[src/rtl/rbcp_reg_slave.sv]
// SiTCP RBCP register slave: ID/version, scratch word, run/pulse control, counter snapshot.
// Fixed two-cycle strobe-to-ACK latency; no backpressure, strobes outside IDLE are dropped.
module rbcp_reg_slave #(
   parameter logic [23:0] BASE_ADDR = 24'h000000,
   parameter logic [7:0]  DEVICE_ID = 8'hA5,
   parameter logic [7:0]  VERSION   = 8'h01,
   // reset value of the cycle counter; left at zero except to reach wrap quickly
   parameter logic [31:0] CNT_INIT  = 32'h0000_0000
) (
   input  logic        CLK,
   input  logic        RSTn,
   input  logic        RBCP_ACT,
   input  logic [31:0] RBCP_ADDR,
   input  logic        RBCP_WE,
   input  logic [7:0]  RBCP_WD,
   input  logic        RBCP_RE,
   output logic        RBCP_ACK,
   output logic [7:0]  RBCP_RD,
   output logic        CTRL_RUN,
   output logic        CTRL_PULSE,
   output logic [31:0] SCRATCH
);

   typedef enum logic [1:0] {
      IDLE = 2'd0,
      BUSY = 2'd1,
      ACK  = 2'd2
   } state_t;

   state_t      state_q;
   state_t      state_d;
   logic        hit;
   logic        lat_en;
   logic        commit;

   logic [7:0]  off_q;
   logic [7:0]  wd_q;
   logic        wr_q;
   logic [7:0]  rd_q;
   logic [7:0]  rd_sel;

   logic [31:0] scratch_q;
   logic        run_q;
   logic        pulse_q;
   logic [31:0] cnt_q;
   logic [23:0] shadow_q;

   assign hit = RBCP_ACT && (RBCP_WE || RBCP_RE) && (RBCP_ADDR[31:8] == BASE_ADDR);

   always_ff @(posedge CLK or negedge RSTn) begin
      if (!RSTn) begin
         state_q <= IDLE;
      end else begin
         state_q <= state_d;
      end
   end

   // ACT falling while BUSY means SiTCP gave up: abort without commit or ACK
   always_comb begin
      state_d = state_q;
      lat_en  = 1'b0;
      commit  = 1'b0;
      case (state_q)
         IDLE: begin
            if (hit) begin
               lat_en  = 1'b1;
               state_d = BUSY;
            end
         end
         BUSY: begin
            if (RBCP_ACT) begin
               commit  = 1'b1;
               state_d = ACK;
            end else begin
               state_d = IDLE;
            end
         end
         ACK: begin
            state_d = IDLE;
         end
         default: begin
            state_d = IDLE;
         end
      endcase
   end

   always_comb begin
      rd_sel = 8'h00;
      case (off_q)
         8'h00:   rd_sel = DEVICE_ID;
         8'h01:   rd_sel = VERSION;
         8'h04:   rd_sel = scratch_q[7:0];
         8'h05:   rd_sel = scratch_q[15:8];
         8'h06:   rd_sel = scratch_q[23:16];
         8'h07:   rd_sel = scratch_q[31:24];
         8'h08:   rd_sel = {7'b0, run_q};
         8'h10:   rd_sel = cnt_q[7:0];
         8'h11:   rd_sel = shadow_q[7:0];
         8'h12:   rd_sel = shadow_q[15:8];
         8'h13:   rd_sel = shadow_q[23:16];
         default: rd_sel = 8'h00;
      endcase
   end

   always_ff @(posedge CLK or negedge RSTn) begin
      if (!RSTn) begin
         off_q     <= 8'h00;
         wd_q      <= 8'h00;
         wr_q      <= 1'b0;
         rd_q      <= 8'h00;
         scratch_q <= 32'h0;
         run_q     <= 1'b0;
         pulse_q   <= 1'b0;
         cnt_q     <= CNT_INIT;
         shadow_q  <= 24'h0;
      end else begin
         cnt_q   <= cnt_q + 32'd1;
         pulse_q <= 1'b0;
         if (lat_en) begin
            off_q <= RBCP_ADDR[7:0];
            wd_q  <= RBCP_WD;
            wr_q  <= RBCP_WE;
         end
         if (commit) begin
            if (wr_q) begin
               rd_q <= 8'h00;
               case (off_q)
                  8'h04:   scratch_q[7:0]   <= wd_q;
                  8'h05:   scratch_q[15:8]  <= wd_q;
                  8'h06:   scratch_q[23:16] <= wd_q;
                  8'h07:   scratch_q[31:24] <= wd_q;
                  8'h08:   run_q            <= wd_q[0];
                  8'h09:   pulse_q          <= wd_q[0];
                  default: ;
               endcase
            end else begin
               rd_q <= rd_sel;
               // upper bytes frozen together with the low byte so a 4-byte read is coherent
               if (off_q == 8'h10) begin
                  shadow_q <= cnt_q[31:8];
               end
            end
         end
      end
   end

   assign RBCP_ACK   = (state_q == ACK);
   assign RBCP_RD    = (state_q == ACK) ? rd_q : 8'h00;
   assign CTRL_RUN   = run_q;
   assign CTRL_PULSE = pulse_q;
   assign SCRATCH    = scratch_q;

endmodule

[config.mk]
export PLATFORM = sky130hd
export DESIGN_NAME = rbcp_reg_slave
export DESIGN_NICKNAME = d
export VERILOG_FILES = /design/src/rtl/rbcp_reg_slave.sv
export SDC_FILE = /design/constraint.sdc
export NUM_CORES = 1
export LEC_CHECK = 0
export CAP_MARGIN = 20
export CORE_AREA = 2 2 104 106
export DETAILED_ROUTE_END_ITERATION = 16
export DIE_AREA = 0 0 106 108
export PLACE_DENSITY = 0.79
export SLEW_MARGIN = 20
export SYNTH_ARGS = -nofsm -noshare
export SYNTH_HDL_FRONTEND = slang
export SYNTH_SLANG_ARGS = --single-unit
[constraint.sdc]
create_clock -name CLK -period 2.8 [get_ports CLK]
set_clock_uncertainty 0.15 [all_clocks]
set_input_delay 0.56 -clock CLK [delete_from_list [all_inputs] [get_ports CLK]]
set_output_delay 0.56 -clock CLK [all_outputs]
set_load 0.05 [all_outputs]
==> results.md <==
- A synthesized cell averages 12.3 µm².
- The number of global-route vias before repair is 4298.
- The run finished with clean final reports.
- Setup repair after global routing left no endpoint under its margin.
- Dividing total power by cell area gives a power density of 546 mW/mm².
- The HPWL after detailed placement is 9.28 mm.
- The upper clock frequency limit is 0.386 GHz.
- The top cell family by delay on the critical path is simple AND/OR/NAND/NOR gates.
- Sorting the synthesized cells by area gives the leading types as dfrtp_1 54%, mux2_2 15%, xnor2_1 3.4%.
- The count of final hold-check violations came to 0.
- The clock transition time at the flip-flop clock pins of the worst setup and hold paths is 0.05 ns.
- The tool flagged a number of max-cap violations equal to 0.
- In the final design database the tool counted 598 nets.
- The initial utilization of the core area, before any placement, comes to 53.4%.
- TritonCTS created 17 clock buffers.
- The number of remaining DRC errors is 0.
- The kind of start point of the critical path is a register.
- The overall routed net length is 13.5 mm.
- At the worst endpoint, the required time is 3.04 ns.
- For this block, the initial DRC count from the detailed router was 447.
- Together, buffers and inverters on the worst path number 0.
- During placement, the flow inserted port buffers numbering 87.
- The horizontal extent of the die is 106 µm.
- In this run the vertical extent of the chip is 108 µm.
- The initial antenna violation count came to 0.
- CTS placed an instance of clkbuf_8 at the clock tree root.
- In the routed layout, each cell is associated on average with a via count of 5.86.
- The transition time at the pin with the least slew margin is 0.665 ns.
- In this run the number of H-tree levels came out at 4.
- Adding up every negative setup slack in the final design gives 0 ns.
- The count of synthesis-stage warnings from yosys is 0.
- The highest net fanout along the worst path is 8.
- Prior to clock tree synthesis, the placed netlist has a worst setup slack of 0.248 ns.
- The path category of the worst min-delay check is register to register.
- The number of nets in the synthesized netlist is 491.
- The number of placed I/O pins is 88.
- The delay contributed by the slowest stage of the critical path is 0.67 ns.
- dfrtp_1 takes more of the synthesized area than any other cell.
- After global routing the overflow that remains totals 0.
- Among all flip-flop cells after synthesis, the most frequent one is dfrtp_1.
- The worst setup path is of the register to register kind.
- The share of layout cells above drive strength 1 is 25.5%.
- The floorplan has 37 rows.
- The max-slew violation count is 0.
- In this run the standard cell core region covers 0.0102 mm².
- Counting distinct cell types in the post-synthesis netlist gives 51.
- The maximum number of buffers from clock root to sink is 2.
- The count of endpoints failing setup in the final report is 0.
- The leakage power total is 3.26 nW.
- On the critical path, the stage with the largest delay is an instance of or4_1.
- The critical path goes through or4_1 -> or2_1 -> nor3b_4 -> mux2_2.
- Relative to the synthesized area, the layout overhead comes to 31.3%.
- The worst-case headroom to the max-slew limit is 55.7%.
- Global routing used 25.2% of the available tracks across all layers.
- Counting flops and latches in the post-synthesis netlist gives 117.
- The count of inserted antenna diode cells is 0.
- Once detail routing completed, the nets flagged for antenna violations numbered 0.
- Entering global routing, the biggest net connects 57 pins.
- TritonCTS built the clock tree.
- Routability-driven placement finished with a final weighted congestion of 0.847.
- STA classifies the critical path endpoint as a register.
- The wire length per cell is 19.3 µm.
- Clock latency on the worst-skew pair, taken at its later pin, is 0.52 ns.
- The summed instance area of the synthesized netlist is 0.00547 mm².
- For this design, the sink count on the clock tree is 117.
- The die covers 0.0114 mm².
- Summing all placed instances gives a cell area of 0.00659 mm².
- The worst path uses 92.5% of the clock period.
- The first global-routing pass estimated 22.0 mm of wire.
- In this run, synthesis inferred 0 flip-flops with an integrated enable.
- The signal arrival time at the worst endpoint is 2.84 ns.
- The maximum ir drop on the vdd rail is 0.311 mV.
- After layout, the worst setup slack is 0.209 ns.
- The sequential area share after synthesis is 53.5%.
- The minimum clock period after layout is 2.59 ns.
- The number of iterations in the first detailed-routing pass is 6.
- The via total after detailed routing is 4105.
- Once layout is done, the placed cells without fillers occupy 0.00718 mm².
- The number of standard cells after synthesis is 445.
- The async set or reset register ratio after synthesis is 100%.
- The share of synthesized area in the top cell type comes to 53.5%.
cell usage in the layout (no fill, tap or decap), types with 4 or more instances in the layout:
cell type | synthesis | layout
nand2_1 | 21 | 21
inv_1 | 12 | 12
and4_1 | 4 | 4
and3_1 | 7 | 7
clkdlybuf4s50_1 | 0 | 77
nand3b_1 | 13 | 13
nor4_1 | 9 | 9
xor2_1 | 9 | 9
a211oi_1 | 12 | 12
and2_1 | 9 | 9
nand4_1 | 9 | 9
dfrtp_1 | 117 | 117
clkinv_2 | 0 | 5
nor2_1 | 9 | 9
clkbuf_16 | 0 | 16
nor3_1 | 8 | 8
nand3_1 | 19 | 19
nor2b_1 | 4 | 4
o21ai_0 | 6 | 6
a2111oi_0 | 6 | 6
mux2i_1 | 6 | 6
nand2b_1 | 4 | 4
buf_4 | 0 | 25
mux2_2 | 74 | 74
xnor2_1 | 21 | 21
flip-flops by register name (all words and copies together) (netlist names):
signal      flops
SCRATCH        32
cnt_q          32
shadow_q       24
off_q           8
rd_q            8
wd_q            8
state_q         2
CTRL_PULSE      1
CTRL_RUN        1
wr_q            1
area by class of cell:
| class | instances | area (µm²) |
|---|---|---|
| fill | 707 | 3050 |
| sequential | 117 | 2930 |
| multi-input combinational | 297 | 2420 |
| timing repair buffer | 107 | 1040 |
| clock buffer | 21 | 449 |
| tap | 136 | 170 |
| clock inverter | 10 | 130 |
| inverter | 12 | 45.0 |
cell usage after synthesis (5+ instances only):
master / n
a2111oi_0: 6
a211oi_1: 12
and2_1: 9
and3_1: 7
buf_2: 5
clkbuf_1: 12
dfrtp_1: 117
inv_1: 12
mux2_2: 74
mux2i_1: 6
nand2_1: 21
nand3_1: 19
nand3b_1: 13
nand4_1: 9
nor2_1: 9
nor3_1: 8
nor4_1: 9
o21ai_0: 6
xnor2_1: 21
xor2_1: 9
per-stage QoR:
stage               hold slack [ns]  power [W]  util, %  cells
finish                        0.325    0.00392     70.1    700
global route                  0.339    0.00402     70.1    700
CTS                           0.331    0.00394     70.1    700
detailed placement            0.321    0.00182     64.4    668
global placement              0.305    0.00182     64.4    668
floorplan                     0.114    0.00172        -    445
worst register-to-register path: cells and delay by family (launching register included):
family	cells	cell delay, ns
simple gates	3	1.54
mux	1	0.41
flops	1	0.38
cells by family (layout without fill, tap and decap cells):
family | Yosys count | in the layout | synth area share (%)
AO/OA/AOI/OAI | 44 | 44 | 6.04
XOR/XNOR | 30 | 30 | 4.81
adder cells (fa/ha/maj) | 1 | 1 | 0.229
buffers and inverters | 31 | 150 | 2.24
flip-flops | 117 | 117 | 53.5
multiplexers | 83 | 83 | 17.6
AND/OR/NAND/NOR | 139 | 139 | 15.6
final timing paths:
kind | start | endpoint | slack [ns] | cells past startpoint
min in group asynchronous | RSTn | SCRATCH[9] | 0.50 | 2
hold reg to reg | rd_q[4] | rd_q[4] | 0.33 | 2
setup reg to reg | off_q[5] | SCRATCH[29] | 0.21 | 4
max in group asynchronous | RSTn | shadow_q[22] | 1.27 | 3
setup / recovery | off_q[5] | SCRATCH[29] | 0.21 | 4
hold / removal | rd_q[4] | rd_q[4] | 0.33 | 2
what timing repair did:
action / CTS / global route
resized for setup: 1 / 0
hold buffers: 1 / 0
endpoints found under the setup margin: 1 / 0
buffers inserted: 0 / 0
endpoints found under the hold margin: 50 / 0
routing by layer:
metal	up-vias	global-route usage, %	wire (µm)
met5	-	0	0
met4	0	9.77	304
met3	27	5.30	886
met2	175	42.9	6850
met1	2040	31.9	5500
li1	1863	-	-
report_power, final:
group / total [W] / switching [W] / internal (W)
clock: 0.00212 / 0.000735 / 0.00139
sequential: 0.00169 / 0.000000000624 / 0.00169
combinational: 0.000102 / 0.0000425 / 0.0000591
total: 0.00392 / 0.000777 / 0.00314
Power figures use the tool's default switching activity.
